## config.mk

```make
export PLATFORM = sky130hd
export DESIGN_NAME = adc_result_buffer
export DESIGN_NICKNAME = d
export VERILOG_FILES = /design/src/rtl/adc_result_buffer.sv
export SDC_FILE = /design/constraint.sdc
export NUM_CORES = 1
export LEC_CHECK = 0
export CAP_MARGIN = 20
export CORE_AREA = 2 2 119 75
export DETAILED_ROUTE_END_ITERATION = 8
export DIE_AREA = 0 0 121 77
export PLACE_DENSITY = 0.75
export SETUP_SLACK_MARGIN = 0.3
export SYNTH_ARGS = -nofsm -noshare
export SYNTH_HDL_FRONTEND = slang
export SYNTH_SLANG_ARGS = --single-unit
```

## constraint.sdc

```tcl
create_clock -name clk -period 2.5 [get_ports clk]
set_input_delay 0.25 -clock clk [delete_from_list [all_inputs] [get_ports clk]]
set_output_delay 0.25 -clock clk [all_outputs]
set_load 0.01 [all_outputs]
```

## src/rtl/adc_result_buffer.sv

```systemverilog
// adc_result_buffer: captures SAR converter results one cycle after each
// conversion-complete rise, optionally box-car averages them, and queues
// the results in a first-word-fall-through FIFO with a valid/ready output.
module adc_result_buffer #(
  parameter int DEPTH_LOG2 = 3,
  parameter int AVG_LOG2   = 2
) (
  input  logic                  clk,
  input  logic                  rst_n,
  input  logic                  conv_done,
  input  logic [7:0]            conv_data,
  input  logic                  avg_en,
  input  logic                  out_ready,
  input  logic                  clr_ovf,
  output logic [7:0]            out_data,
  output logic                  out_valid,
  output logic [DEPTH_LOG2:0]   fifo_count,
  output logic                  overflow
);

  localparam int DEPTH = 1 << DEPTH_LOG2;
  localparam int CNT_W = DEPTH_LOG2 + 1;

  logic                  done_prev;
  logic                  cap_pending;
  logic                  res_push;
  logic [7:0]            res_data;
  logic [7:0]            mem [DEPTH];
  logic [DEPTH_LOG2-1:0] wr_ptr;
  logic [DEPTH_LOG2-1:0] rd_ptr;
  logic [CNT_W-1:0]      count;
  logic                  full;
  logic                  pop;
  logic                  do_push;
  logic                  drop;

  // Rise detect on conv_done; the sample is taken the cycle after the rise,
  // once the converter's result register has settled.
  always_ff @(posedge clk or negedge rst_n) begin
    if (!rst_n) begin
      done_prev   <= 1'b0;
      cap_pending <= 1'b0;
    end else begin
      done_prev   <= conv_done;
      cap_pending <= conv_done & ~done_prev;
    end
  end

  generate
    if (AVG_LOG2 == 0) begin : g_no_avg
      assign res_push = cap_pending;
      assign res_data = conv_data;
    end else begin : g_avg
      localparam int ACC_W = 8 + AVG_LOG2;

      logic                avg_en_prev;
      logic [ACC_W-1:0]    acc;
      logic [ACC_W-1:0]    acc_sum;
      logic [AVG_LOG2-1:0] cnt;
      logic                mode_change;
      logic                win_last;

      assign mode_change = avg_en ^ avg_en_prev;
      assign acc_sum     = acc + ACC_W'(conv_data);
      // A sample arriving on a mode change starts a fresh window, so it can
      // never be the closing sample of one.
      assign win_last    = (&cnt) & ~mode_change;
      assign res_push    = cap_pending & (~avg_en | win_last);
      assign res_data    = avg_en ? acc_sum[ACC_W-1:AVG_LOG2] : conv_data;

      // Window accumulator; any avg_en change throws away a partial window.
      always_ff @(posedge clk or negedge rst_n) begin
        if (!rst_n) begin
          avg_en_prev <= 1'b0;
          acc         <= '0;
          cnt         <= '0;
        end else begin
          avg_en_prev <= avg_en;
          if (cap_pending && avg_en) begin
            if (mode_change) begin
              acc <= ACC_W'(conv_data);
              cnt <= AVG_LOG2'(1);
            end else if (win_last) begin
              acc <= '0;
              cnt <= '0;
            end else begin
              acc <= acc_sum;
              cnt <= cnt + AVG_LOG2'(1);
            end
          end else if (mode_change) begin
            acc <= '0;
            cnt <= '0;
          end
        end
      end
    end
  endgenerate

  assign full       = (count == CNT_W'(DEPTH));
  assign out_valid  = (count != '0);
  assign pop        = out_valid & out_ready;
  assign do_push    = res_push & (~full | pop);
  assign drop       = res_push & full & ~pop;
  assign out_data   = out_valid ? mem[rd_ptr] : 8'h00;
  assign fifo_count = count;

  // Storage array; contents need no reset because out_data is masked when empty.
  always_ff @(posedge clk) begin
    if (do_push) begin
      mem[wr_ptr] <= res_data;
    end
  end

  // Pointers wrap naturally at the power-of-two depth; count tracks occupancy.
  always_ff @(posedge clk or negedge rst_n) begin
    if (!rst_n) begin
      wr_ptr <= '0;
      rd_ptr <= '0;
      count  <= '0;
    end else begin
      if (do_push) begin
        wr_ptr <= wr_ptr + DEPTH_LOG2'(1);
      end
      if (pop) begin
        rd_ptr <= rd_ptr + DEPTH_LOG2'(1);
      end
      case ({do_push, pop})
        2'b10:   count <= count + CNT_W'(1);
        2'b01:   count <= count - CNT_W'(1);
        default: count <= count;
      endcase
    end
  end

  // Sticky drop flag; a drop in the same cycle as a clear keeps it set.
  always_ff @(posedge clk or negedge rst_n) begin
    if (!rst_n) begin
      overflow <= 1'b0;
    end else if (drop) begin
      overflow <= 1'b1;
    end else if (clr_ovf) begin
      overflow <= 1'b0;
    end
  end

endmodule

```

Word level (Yosys, flattened, before mapping). Memory sizes are Yosys's and may differ from the RTL's. Index checks and enable logic that the tools add are counted.

Flip-flop bits (word level): 26. Bits in writable memories: 64. Logic and storage cells: 55. Bits of input ports: 14. Memories kept: 1.

Memories: mem (words 8, bits a word 8, read ports 1, clocked after memory_dff 0, write ports 1, RTL line 28) `logic [7:0] mem [DEPTH];`.

Reductions and logical operators: 6. $add $sub $neg: 6. Eq/ne operators: 3. Mux-type cells: 15. Bitwise gates (word level): 15.

Operator list (count): two-way mux 10 bit (4); two-way mux 8 bit (2); adder 10 x 8 -> 10 bit (1); two-way mux 2 bit (4); one-hot mux 4 bit (2 select lines) (1); bitwise AND 1 bit (7); adder 3 x 1 -> 3 bit, second input constant (2); nonzero test 2 bit (3); inverter 1 bit (5); adder 4 x 1 -> 4 bit, second input constant (1); equality test 4 bit, second input constant (1); two-way mux 1 bit (4); nonzero test 4 bit (1); subtractor 4 x 1 -> 4 bit, second input constant (1); adder 2 x 1 -> 2 bit, second input constant (1); equality test 2 x 1 -> 1 bit, second input constant (1); equality test 2 bit, second input constant (1); OR 1 bit (2); AND reduction 2 bit (1); logical AND 1 bit (1); bitwise XOR 1 bit (1).

Logic depth before layout (Yosys ltp).
Depth after elaboration: 8. Mapped depth: 13. Mapped depth without buffers: 12.

Least setup slack after synthesis. OpenSTA, ideal clock, no wires.

Kind: register to register. Start point: register count[0] (netlist: fifo_count[0]). End point: register count[3] (netlist: fifo_count[3]). Data required time: 2375 ps. Path slack: -92 ps. Setup time: 125 ps. Arrival time: 2468 ps. Period minus slack after synthesis: 2592 ps. Cell stages (with the launch flop): 14. Path buffers: 1. Path through: dfrtp_1 -> or3_4 -> nor2_8 -> inv_4 -> and2_4 -> buf_6 -> nand2_4 -> inv_1 -> ha_1 -> a21o_2 -> a21oi_1 -> nor3_1 -> a31o_2 -> xnor2_1.

Cells in the longest elaborated chain, start to end: 6. Elaborated cells between the ends (all ways): 12. Those cells by class: 2 x add/sub; 3 x eq/ne; 1 x mux; 4 x bitwise; 2 x reduce/logical.

Ends and longest elaborated chain: from (decl) (RTL line 31) `logic [CNT_W-1:0] count;`; from (signal assigned) (RTL line 128) `2'b10: count <= count + CNT_W'(1);`; from (signal assigned) (RTL line 129) `2'b01: count <= count - CNT_W'(1);`; from (signal assigned) (RTL line 130) `default: count <= count;`; nonzero test 4 bit (*) (RTL line 100) `assign out_valid = (count != '0);`; via out_valid (RTL line 16) `output logic out_valid,`; bitwise AND 1 bit (*) (RTL line 101) `assign pop = out_valid & out_ready;`; OR 1 bit (RTL line 102) `assign do_push = res_push & (~full | pop);`; bitwise AND 1 bit (RTL line 102); equality test 2 x 1 -> 1 bit or equality test 2 bit (tied branches) (RTL line 127) `case ({do_push, pop})`; one-hot mux 4 bit (2 select lines) or nonzero test 2 bit (tied branches).

The timed path passes the listed nets; every way through them passes the cells marked *. A chain may end at the register's enable or synchronous reset.

Final worst setup path.
Start point: register count[1] (netlist: fifo_count[1]). End point: register count[3] (netlist: fifo_count[3]).

Cells in the longest elaborated chain, start to end: 6. Elaborated cells between the ends (all ways): 12. Those cells by class: 2 x add/sub; 3 x eq/ne; 1 x mux; 4 x bitwise; 2 x reduce/logical.

Ends and longest elaborated chain (RTL line): nonzero test 4 bit or equality test 4 bit (tied branches) (100, 99); bitwise AND 1 bit or inverter 1 bit (tied branches) (101, 102); OR 1 bit (102); bitwise AND 1 bit (102); equality test 2 x 1 -> 1 bit or equality test 2 bit (tied branches) (127); one-hot mux 4 bit (2 select lines) or nonzero test 2 bit (tied branches).

Several ways; a longest one is shown, not always the timed one.

==> results by group <==
Final layout
  • Commonest non-fill, non-tap cells in the layout: edfxtp_1, buf_4, dfrtp_1
  • Filler instances: 601
  • Layout cells sized above 1: 31.37%
  • Number of nets in the layout: 397
  • Synth-to-Final Area Change: 26.07%
  • Commonest non-fill, non-tap cell in the layout: edfxtp_1
  • Final instance count without filler cells: 485
  • Diodes inserted: 0
  • Finished layout cell area: 5391 sq um

Die
  • Cell Rows: 26
  • Initial core utilization: 51.96%
  • Core box area: 8230 sq um
  • Die Width: 121 um
  • Die area: 9317 sq um
  • Die Ht: 77 um
  • Number of I/O pins: 28

Drt
  • Routed WL per cell: 18.81 um
  • First DRT Iteration DRCs: 232
  • DRC viols: 0
  • Via count: 2738
  • Post-Route WL: 9125 um
  • DR vias/cell: 5.645
  • Detailed Routing Iterations Pass 1: 4
  • Antenna-violating nets left: 0

Timing
  • Final Hold Viols: 0
  • Hold_ws: 277.9 ps
  • Final min period: 2245 ps
  • Worst slew pin tran: 608.5 ps
  • Setup Total Neg Slack: 0 ps
  • Setup WS post-layout: 255.1 ps
  • Unrepaired setup endpoints after global routing: true
  • Slew HR: 59.43%
  • Final worst-path cycle share: 89.80%
  • Max Slew Vio Count: 0
  • Worst-case clock skew: 7.803 ps
  • Final Setup Violations: 0
  • Fmax achieved: 445.4 MHz

Yosys
  • Avg Cell Area, Syn: 14.55 sq um
  • Most area-consuming cells after synthesis: edfxtp_1, dfrtp_1, mux4_2
  • Synthesized area: 4277 sq um
  • Post-synth EDFFs: 64
  • Post-synthesis net count: 323
  • Post-synth ARST share: 28.89%
  • Synth warn: 0
  • Post-synth top flop: edfxtp_1
  • Synth area leader: edfxtp_1
  • Seq cells post-synth: 90
  • Yosys top cell area share: 44.94%
  • Sequential area share after synthesis: 60.15%
  • Post-Syn Instances: 294
  • Synth unique cells: 49

Critical path
  • Worst path slowest cell: dfrtp_2
  • Most frequent CP cell: inv_4
  • CP arrival: 2470 ps
  • Worst Path Required: 2730 ps
  • Critical path cell sequence: or3_4 > nor2_8 > inv_4 > and2_4 > nand2_4 > inv_4 > ha_4 > a21o_4 > a21oi_4 > nor3_2 > a31o_2 > xnor2_1
  • Crit path launch type: flop
  • Worst-path maximum fanout: 2
  • CP peak stage delay: 400 ps
  • Setup CP Type: flop to flop
  • Crit. End Element: flop

Clocking
  • Clock Sink Count: 90
  • Clk Latency, worst-skew pair: 350 ps
  • CTS tree: done
  • Reg clk slew, reported paths: 60 ps
  • CTS Buffer Depth: 2
  • Root Buffer: clkbuf_16
  • Hold buffer count at cts: 0
  • Number of H-tree levels: 3
  • Clock buffer count from CTS: 9

GRT
  • Global-route wire length before repair: 14660 um
  • Congestion Overflow GR: 0
  • Pin count of the biggest net entering global routing: 27
  • Initial antenna violation count: 0
  • Overall Global Routing Usage: 21.29%
  • Vias in the first global route: 2717

Power and ir drop
  • PD cells: 997.1 nW/um^2
  • Peak supply drop: 0.7807 mV
  • Leakage power: 0.002122 uW

Place
  • Placed insts: 453
  • DP Worst Slack: -82.77 ps
  • Input/output buffers: 27
  • RePlAce Congestion: 0.8835
  • Area post-placement: 4902 sq um
  • Hpwl dp: 6207 um

Job
  • Max-cap violations: 0

Min path
  • Worst Hold Class: primary input to asynchronous set/reset pin

Outcome
  • Status: finished, final reports clean
[registers in the layout (all words and copies together), names as in the netlist]
signal and flops:
g_avg.cnt 2, done_prev 1, fifo_count 4, g_avg.acc 10
wr_ptr 3, overflow 1, rd_ptr 3, mem 64
cap_pending 1, g_avg.avg_en_prev 1
[Yosys cell counts, types with 2 or more instances]
cell type	n
ha_1	13
buf_2	3
a22oi_1	3
nand2b_1	4
xnor2_1	12
nor3_1	7
edfxtp_1	64
a31oi_1	4
fa_1	2
nand2_1	22
dfrtp_1	26
xor2_1	4
o21ai_0	7
a21oi_1	15
a211oi_1	2
mux4_2	16
mux2_2	8
mux2i_1	11
inv_1	6
nor2_1	16
and3_1	3
nand3_1	6
nor3b_1	2
nor4_1	2
nor2b_1	2
a221o_1	2
a21o_1	6
clkbuf_1	5
[report_power, final]
group	switching, uW	leakage (uW)	internal [uW]
combinational	828	0.00107	1090
clock	559	0.000154	874
sequential	235	0.000902	1790
[critical path: cells and delay by family (launching register included)]
family	cells	cell delay, ps
buffers and inverters	2	70
adders and majority gates	1	200
and+or+nand+nor	5	770
DFF	1	400
xor gates and xnor gates	1	120
AOI/OAI and AO/OA	3	560
[through the flow]
step           utilization [%]  total power (uW)
2_1_floorplan                -              3067
3_3_place_gp             59.56              3710
3_5_place_dp             59.56              3758
4_1_cts                  64.67              5310
5_1_grt                  65.51              5657
6_report                 65.51              5376
[repair_timing]
item                       CTS  global route
hold endpoints to repair     0             0
pin swaps                    5             5
gates cloned                 1             0
buffers inserted            10             5
setup endpoints to repair   25            56
resized for setup           25            17
[cells by family (layout without fill, tap and decap cells)]
group | Yosys count | after routing | share of synthesized area, %
fa+ha+maj | 15 | 15 | 4.740
flops | 90 | 90 | 60.15
xor+xnor | 16 | 16 | 3.277
buf+inv | 18 | 97 | 1.931
simple gates | 73 | 73 | 8.865
compound gates | 46 | 46 | 7.578
mux | 36 | 36 | 13.46
[worst paths after layout]
kind,start,to,slack (ps),cells after the start
max,fifo_count[1],fifo_count[3],260,12
min,rst_n,fifo_count[0],280,2
max reg2reg,fifo_count[1],fifo_count[3],260,12
min reg2reg,done_prev,cap_pending,400,1
max in group asynchronous,rst_n,rd_ptr[1],1940,2
min in group clk,conv_done,done_prev,360,1
[cell type report]
cell class / count / area (sq um) / share of cell area [%]
Tap cell: 112 / 140.1 / 2.599
Clock buffer: 9 / 225.2 / 4.177
Inverter: 7 / 31.28 / 0.5802
Sequential cell: 90 / 2576 / 47.78
Multi-Input combinational cell: 186 / 1687 / 31.28
Timing Repair Buffer: 74 / 640.6 / 11.88
Clock inverter: 7 / 91.34 / 1.694
[metal layers]
| layer | part of all wire [%] | vias up | track usage (%) |
|---|---|---|---|
| li1 | - | 1278 | - |
| met1 | 47 | 1350 | 31.68 |
| met2 | 45 | 103 | 31.01 |
| met3 | 7.5 | 7 | 6.250 |
| met4 | 0.81 | 0 | 4.884 |
| met5 | 0 | - | 0 |
Power figures use the tool's default switching activity.
